**src/rtl/reg_file_pkg.sv**
```systemverilog
// Shared constants, address-width helper and read-request type for the
// scoreboarded register file.
package reg_file_pkg;

  localparam int DEFAULT_WIDTH = 16;
  localparam int DEFAULT_NREGS = 8;
  localparam int MAX_NREGS     = 64;
  localparam int MAX_AW        = 6;

  // Ceiling log2 with a floor of 1, so a 2-entry bank still gets one address bit.
  function automatic int addr_width(input int nregs);
    int w;
    w = 1;
    while ((1 << w) < nregs) w = w + 1;
    return w;
  endfunction

  // Address is sized for the largest legal bank; narrower banks zero-extend.
  typedef struct packed {
    logic              en;
    logic [MAX_AW-1:0] addr;
  } rd_req_t;

endpackage

```
**src/rtl/reg_file_rd_port.sv**
```systemverilog
// One registered read port: index mux, pending-based valid, out-of-range
// squash, and (under REG_FILE_BYPASS_EN) same-cycle write forwarding.
module reg_file_rd_port
  import reg_file_pkg::*;
#(
  parameter int   WIDTH = DEFAULT_WIDTH,
  parameter int   NREGS = DEFAULT_NREGS,
  localparam int  AW    = addr_width(NREGS)
) (
  input  logic                         clk,
  input  logic                         rst_n,
  input  logic [NREGS-1:0][WIDTH-1:0]  mem,
  input  logic [NREGS-1:0]             pend,
`ifdef REG_FILE_BYPASS_EN
  input  logic                         wr_en,
  input  logic [AW-1:0]                wr_addr,
  input  logic [WIDTH-1:0]             wr_data,
`endif
  input  rd_req_t                      req,
  output logic [WIDTH-1:0]             rd_data,
  output logic                         rd_valid
);

  localparam logic [MAX_AW:0] NREGS_LIM = (MAX_AW+1)'(NREGS);

  logic [AW-1:0]    idx;
  logic             in_range;
  logic [WIDTH-1:0] data_q, data_d;
  logic             valid_q, valid_d;

  always_comb begin
    idx      = req.addr[AW-1:0];
    in_range = ({1'b0, req.addr} < NREGS_LIM);
    data_d   = data_q;
    valid_d  = 1'b0;
    if (req.en) begin
      if (in_range) begin
        data_d  = mem[idx];
        valid_d = ~pend[idx];
`ifdef REG_FILE_BYPASS_EN
        // wr_en arrives already qualified as an in-range write.
        if (wr_en && (wr_addr == idx)) begin
          data_d  = wr_data;
          valid_d = 1'b1;
        end
`endif
      end else begin
        data_d = '0;
      end
    end
  end

  always_ff @(posedge clk or negedge rst_n) begin
    if (!rst_n) begin
      data_q  <= '0;
      valid_q <= 1'b0;
    end else begin
      data_q  <= data_d;
      valid_q <= valid_d;
    end
  end

  assign rd_data  = data_q;
  assign rd_valid = valid_q;

endmodule

```
**src/rtl/reg_file_sb.sv**
```systemverilog
// NREGS x WIDTH register file with one write port, two registered read ports
// and per-register pending bits. Define REG_FILE_BYPASS_EN for write-to-read forwarding.
module reg_file_sb
  import reg_file_pkg::*;
#(
  parameter int   WIDTH = DEFAULT_WIDTH,
  parameter int   NREGS = DEFAULT_NREGS,
  localparam int  AW    = addr_width(NREGS)
) (
  input  logic              clk,
  input  logic              rst_n,
  input  logic              wr_en,
  input  logic [AW-1:0]     wr_addr,
  input  logic [WIDTH-1:0]  wr_data,
  input  logic              rsv_en,
  input  logic [AW-1:0]     rsv_addr,
  input  logic              rd0_en,
  input  logic [AW-1:0]     rd0_addr,
  output logic [WIDTH-1:0]  rd0_data,
  output logic              rd0_valid,
  input  logic              rd1_en,
  input  logic [AW-1:0]     rd1_addr,
  output logic [WIDTH-1:0]  rd1_data,
  output logic              rd1_valid,
  output logic [NREGS-1:0]  pend
);

  localparam logic [AW:0] NREGS_LIM = (AW+1)'(NREGS);

  logic [NREGS-1:0][WIDTH-1:0] mem_q, mem_d;
  logic [NREGS-1:0]            pend_q, pend_d;
  logic                        wr_hit, rsv_hit;
  rd_req_t                     rd0_req, rd1_req;

  // NOTE: always_comb uses blocking '=' so later statements see earlier ones;
  // that ordering is what lets a same-cycle reserve override the write's clear.
  always_comb begin
    wr_hit  = wr_en  && ({1'b0, wr_addr}  < NREGS_LIM);
    rsv_hit = rsv_en && ({1'b0, rsv_addr} < NREGS_LIM);
    mem_d   = mem_q;
    pend_d  = pend_q;
    if (wr_hit) begin
      mem_d[wr_addr]  = wr_data;
      pend_d[wr_addr] = 1'b0;
    end
    if (rsv_hit) begin
      pend_d[rsv_addr] = 1'b1;
    end
  end

  // NOTE: the bank is small and architecturally defined as zero after reset,
  // so it lives in resettable flops rather than an inferred RAM.
  always_ff @(posedge clk or negedge rst_n) begin
    if (!rst_n) begin
      mem_q  <= '0;
      pend_q <= '0;
    end else begin
      mem_q  <= mem_d;
      pend_q <= pend_d;
    end
  end

  assign pend = pend_q;

  always_comb begin
    rd0_req = '{en: rd0_en, addr: MAX_AW'(rd0_addr)};
    rd1_req = '{en: rd1_en, addr: MAX_AW'(rd1_addr)};
  end

  reg_file_rd_port #(.WIDTH(WIDTH), .NREGS(NREGS)) u_rd0 (
    .clk      (clk),
    .rst_n    (rst_n),
    .mem      (mem_q),
    .pend     (pend_q),
`ifdef REG_FILE_BYPASS_EN
    .wr_en    (wr_hit),
    .wr_addr  (wr_addr),
    .wr_data  (wr_data),
`endif
    .req      (rd0_req),
    .rd_data  (rd0_data),
    .rd_valid (rd0_valid)
  );

  reg_file_rd_port #(.WIDTH(WIDTH), .NREGS(NREGS)) u_rd1 (
    .clk      (clk),
    .rst_n    (rst_n),
    .mem      (mem_q),
    .pend     (pend_q),
`ifdef REG_FILE_BYPASS_EN
    .wr_en    (wr_hit),
    .wr_addr  (wr_addr),
    .wr_data  (wr_data),
`endif
    .req      (rd1_req),
    .rd_data  (rd1_data),
    .rd_valid (rd1_valid)
  );

endmodule

```
**config.mk**
```make
export PLATFORM = sky130hd
export DESIGN_NAME = reg_file_sb
export DESIGN_NICKNAME = d
export VERILOG_FILES = /design/src/rtl/reg_file_pkg.sv /design/src/rtl/reg_file_rd_port.sv /design/src/rtl/reg_file_sb.sv
export SDC_FILE = /design/constraint.sdc
export NUM_CORES = 1
export LEC_CHECK = 0
export CAP_MARGIN = 40
export CORE_MARGIN = 2
export CORE_UTILIZATION = 40
export DETAILED_ROUTE_END_ITERATION = 7
export PLACE_DENSITY_LB_ADDON = 0.15
export SLEW_MARGIN = 15
export SYNTH_ARGS = -nofsm -noshare
export SYNTH_HDL_FRONTEND = slang
export SYNTH_HIERARCHICAL = 1
export SYNTH_SLANG_ARGS = --single-unit
```
**constraint.sdc**
```tcl
create_clock -name clk -period 2.5 [get_ports clk]
set_clock_uncertainty 0.05 [all_clocks]
set_input_delay 0.375 -clock clk [delete_from_list [all_inputs] [get_ports clk]]
set_output_delay 0.375 -clock clk [all_outputs]
set_load 0.02 [all_outputs]
```
; ---- Yosys cells after proc, flatten, opt, wreduce, memory -nomap -nowiden
; Index checks and enable logic that the tools add are counted.
[word_totals]
reg_bits = 170
input_bits = 34
wordCells = 51
[classes]
order_cmp = 8
mux = 23
bitwise_logic = 5
reduce_logical = 2
[op_table]
columns = op, n
row1 = $bwmux W128, 1
row2 = $bmux W16 S3, 2
row3 = $mux W16, 5
row4 = $demux W16 S3, 1
row5 = $lt A3 B4 Y1 const B, 6
row6 = $mux W8, 2
row7 = $and A8 B8 Y8, 1
row8 = $mux W1, 8
row9 = $not A8 Y8, 1
row10 = $or A8 B8 Y8, 1
row11 = $bmux W1 S3, 2
row12 = $demux W1 S3, 2
row13 = $ge A3 B1 Y1 const B, 2
row14 = $logic_and A1 B1 Y1, 2
row15 = $not A1 Y1, 2

; ---- Depth between registers and ports, before layout
[depth]
word_depth = 9
depth_mapped = 6
ltp_nobuf = 3

; ---- Hierarchy
; The synthesis kept the hierarchy.
[by_module_without_submodules]
columns = mod, n_inst, cells_each, area_each_um2, seq_area_each_um2
row1 = reg_file_sb, 1, 306, 5231.3, 3403.3
row2 = reg_file_rd_port, 2, 153, 1756.7, 425.4

; ---- Worst setup path after synthesis
; No wires, ideal clock.
[synth_path]
path_kind = in2reg
from = in wr_addr[0]
to = reg mem_q[10] (netlist bit)
setup_ns = 0.125
arrival_ns = 1.495
t_required_ns = 2.325
slack_ns = 0.830
stages = 4
path_buffers = 2
cell_sequence = buf_6 > nor4b_4 > buf_8 > mux2_4
[synth_between]
elab_chain_cells = 5
word_cells_on_any_way = 6
[synth_lines]
columns = element, line
row1 = from (decl), reg_file_sb.sv:13  ; input logic [AW-1:0] wr_addr,
row2 = $lt A3 B4 Y1 (implied by the code) or $ge A3 B1 Y1 (tied branches), reg_file_sb.sv:43  ; mem_d[wr_addr] = wr_data;
row3 = $logic_and A1 B1 Y1 (implied by the code), reg_file_sb.sv:43
row4 = $mux W16 (implied by the code), reg_file_sb.sv:43
row5 = $demux W16 S3 *, reg_file_sb.sv:43
row6 = $bwmux W128 *, reg_file_sb.sv:43
row7 = to (signal assigned), reg_file_sb.sv:58  ; mem_q <= mem_d;
row8 = to (decl), reg_file_sb.sv:30  ; logic [NREGS-1:0][WIDTH-1:0] mem_q, mem_d;
; Mark *: on every way between the ends. The rest lies on a longest branch, timed or not.
; A chain may end at the register's enable or synchronous reset.

; ---- Final worst setup path
[layout_path]
from = reg pend_q[0] (netlist: pend[0])
to = out pend[0]
[layout_lines]
columns = element, line
row1 = from (decl), reg_file_sb.sv:31  ; logic [NREGS-1:0] pend_q, pend_d;
row2 = from (signal assigned), reg_file_sb.sv:59  ; pend_q <= pend_d;
row3 = to (decl), reg_file_sb.sv:25  ; output logic [NREGS-1:0] pend
; No word-level cell between the ends.

==> impl_metrics.tcl <==
set metrics [dict create \
    status "finished, final reports clean" \
    dp_hpwl_mm 14.6 \
    worst_slack_ns 0.595 \
    drtPass1Iterations 4 \
    antenna_found_initial 0 \
    gp_congestion 0.728 \
    yosys_warnings 6 \
    vias 5596 \
    path_max_fanout 4 \
    dieArea_um2 23100 \
    crit_chain "clkdlybuf4s50_1" \
    layout.nets 730 \
    fin_crit_sh 0.762 \
    max_freq_mhz 525 \
    ir_worst_vdd_v 0.000390 \
    synth_most_common_cell "mux2_2" \
    grt_pass1_wl_mm 36.5 \
    placementRows 54 \
    cp-start-kind "flip-flop" \
    synth.area.top_cells "dfrtp_1 49%, mux2_2 24%, mux4_2 9.3%" \
    drt_iter0_drc 396 \
    io_buffers 75 \
    finalHoldViolCount 0 \
    syn-cell-area_um2 8740 \
    finalCriticalPeriod_ns 1.91 \
    wire_per_inst_um 23.7 \
    grt_overflow_total 0 \
    finalHoldWorstSlack_ns 0.360 \
    cp_data_arrival_time_ns 1.48 \
    cts_root_buf "clkbuf_16" \
    crit_path_top_delay_cell "clkdlybuf4s50_1" \
    drc_errors 0 \
    synth_commonest_cells "183 x mux2_2, 170 x dfrtp_1, 36 x inv_1, 36 x mux4_2, 33 x nor2_1" \
    postRouteAntennaNets 0 \
    grt.total_usage 0.209 \
    synth-main-ff-cell "dfrtp_1" \
    synth-seq-cells 170 \
    area_delta_synth_final_pct 21.2 \
    drive_above_1_share 0.452 \
    rsz0062_at_grt "false" \
    crit_required_ns 2.08 \
    coreArea_um2 21600 \
    synth.avg_cell_area_um2 14.3 \
    fin_util 0.490 \
    p_leak_uw 0.00433 \
    synth-edff-count 0 \
    vias_per_cell 5.66 \
    endpoint_kind "output port" \
    worstSetupPathType "reg2out" \
    totalPowerFinal_uw 8300 \
    cp_top_family "buffers and inverters" \
    path_buf_inv 1 \
    initial_core_util 0.404 \
    grt_max_degree 86 \
    clk_pin_slew_worst_paths_ns 0.06 \
    cts_max_path_buffers 2 \
    dieWidth_um 152 \
    grt_pass1_vias 6200 \
    drv_slew 0 \
    ys_types 27 \
    setup_tns_ns 0 \
    clock_latency_ns 0.43 \
    clock-sinks 170 \
    diodes 0 \
    async_flop_share 1.00 \
    cts_buffers 17 \
    drv_cap 0 \
    preCtsSetupSlack_ns 0.205 \
    die_y_um 152 \
    ys_seq_area_frac 0.486 \
    max_stage_delay_ns 0.63 \
    worstHoldPathType "in2async" \
    syn-instance-count 612 \
    power_density_nw_per_um2 783 \
    timing.final.setup_violations 0 \
    cts_tree "built" \
    cts_max_level 4 \
    synthDominantCellAreaShare 0.486 \
    ioPinCount 76 \
    yosys.area.top_type "dfrtp_1" \
    drt-total-wl_mm 23.4 \
]
flip-flops by register name, indices dropped and copies added, names as in the netlist:
register and cells:
mem_q 128, u_rd1/rd_valid 1, u_rd0/rd_data 16, u_rd1/rd_data 16
u_rd0/rd_valid 1, pend 8
worst paths after layout:
| kind | start | to | slack (ns) | cells past startpoint |
|---|---|---|---|---|
| worst max-delay path | pend[0] | pend[0] | 0.59 | 1 |
| worst min-delay path | rst_n | mem_q[109] | 0.36 | 2 |
| worst max register to register | pend[0] | u_rd0/rd_valid | 1.13 | 3 |
| worst min register to register | mem_q[39] | mem_q[39] | 0.47 | 1 |
| max in group asynchronous | rst_n | mem_q[55] | 1.27 | 3 |
| min in group clk | mem_q[39] | mem_q[39] | 0.47 | 1 |
cells in the final DEF (no fill, tap or decap), drive strengths merged, types with 3 or more instances in the layout:
| cell | n |
|---|---|
| nand2 | 4 |
| nand4b | 3 |
| bufinv | 4 |
| clkinv | 3 |
| nor2 | 33 |
| clkdlybuf4s50 | 72 |
| conb | 6 |
| clkbuf | 22 |
| a32o | 3 |
| o22ai | 32 |
| inv | 38 |
| o2bb2ai | 4 |
| dfrtp | 170 |
| nor2b | 5 |
| mux4 | 36 |
| o32ai | 33 |
| buf | 36 |
| and4bb | 3 |
| mux2 | 192 |
area by class of cell:
type                       instances  area (µm²)
timing repair buffer             109        1160
fill                            1865       11000
clock buffer                      22         484
clock inverter                     9         160
sequential                       170        4250
inverter                          36         135
multi-input combinational        362        4060
tap                              280         350
where the power goes:
part	switching (µW)	internal, µW
logic	710	1080
registers	361	3270
clock network	1100	1780
total	2170	6130
routing by layer:
layer  vias to the layer above  share of wire  wire, µm  GRT usage
met2                       155           0.49     11500      0.345
met5                         -              0         0          0
met1                      2931           0.44     10400      0.274
met4                         0          0.022       510     0.0703
li1                       2471              -         -          -
met3                        39          0.045      1060     0.0473
per-stage QoR:
step / cells / area, µm²
CTS: 988 / 10600
finish: 988 / 10600
global route: 988 / 10600
global placement: 956 / 9950
floorplan: 617 / 8760
detailed placement: 956 / 9950
repair_timing:
item | in CTS | in global routing
endpoints found under the hold margin | 29 | 0
setup buffers | 0 | 0
gates resized for setup | 0 | 0
hold buffers | 1 | 0
kinds of logic (layout without fill, tap and decap cells):
family,Yosys count,after routing,share of synthesized area
buffers and inverters,85,176,0.0519
AND/OR/NAND/NOR,54,54,0.0368
flip-flops,170,170,0.486
AO/OA/AOI/OAI,74,74,0.0806
multiplexers,228,228,0.344
other,1,6,0.000429
worst reg2reg max path, delay by kind of cell (launching register included):
kind               cells  cell delay [ns]
DFF                    1             0.43
AOI/OAI and AO/OA      1             0.20
muxes                  1             0.46
and+or+nand+nor        1             0.14
Power figures use the tool's default switching activity.
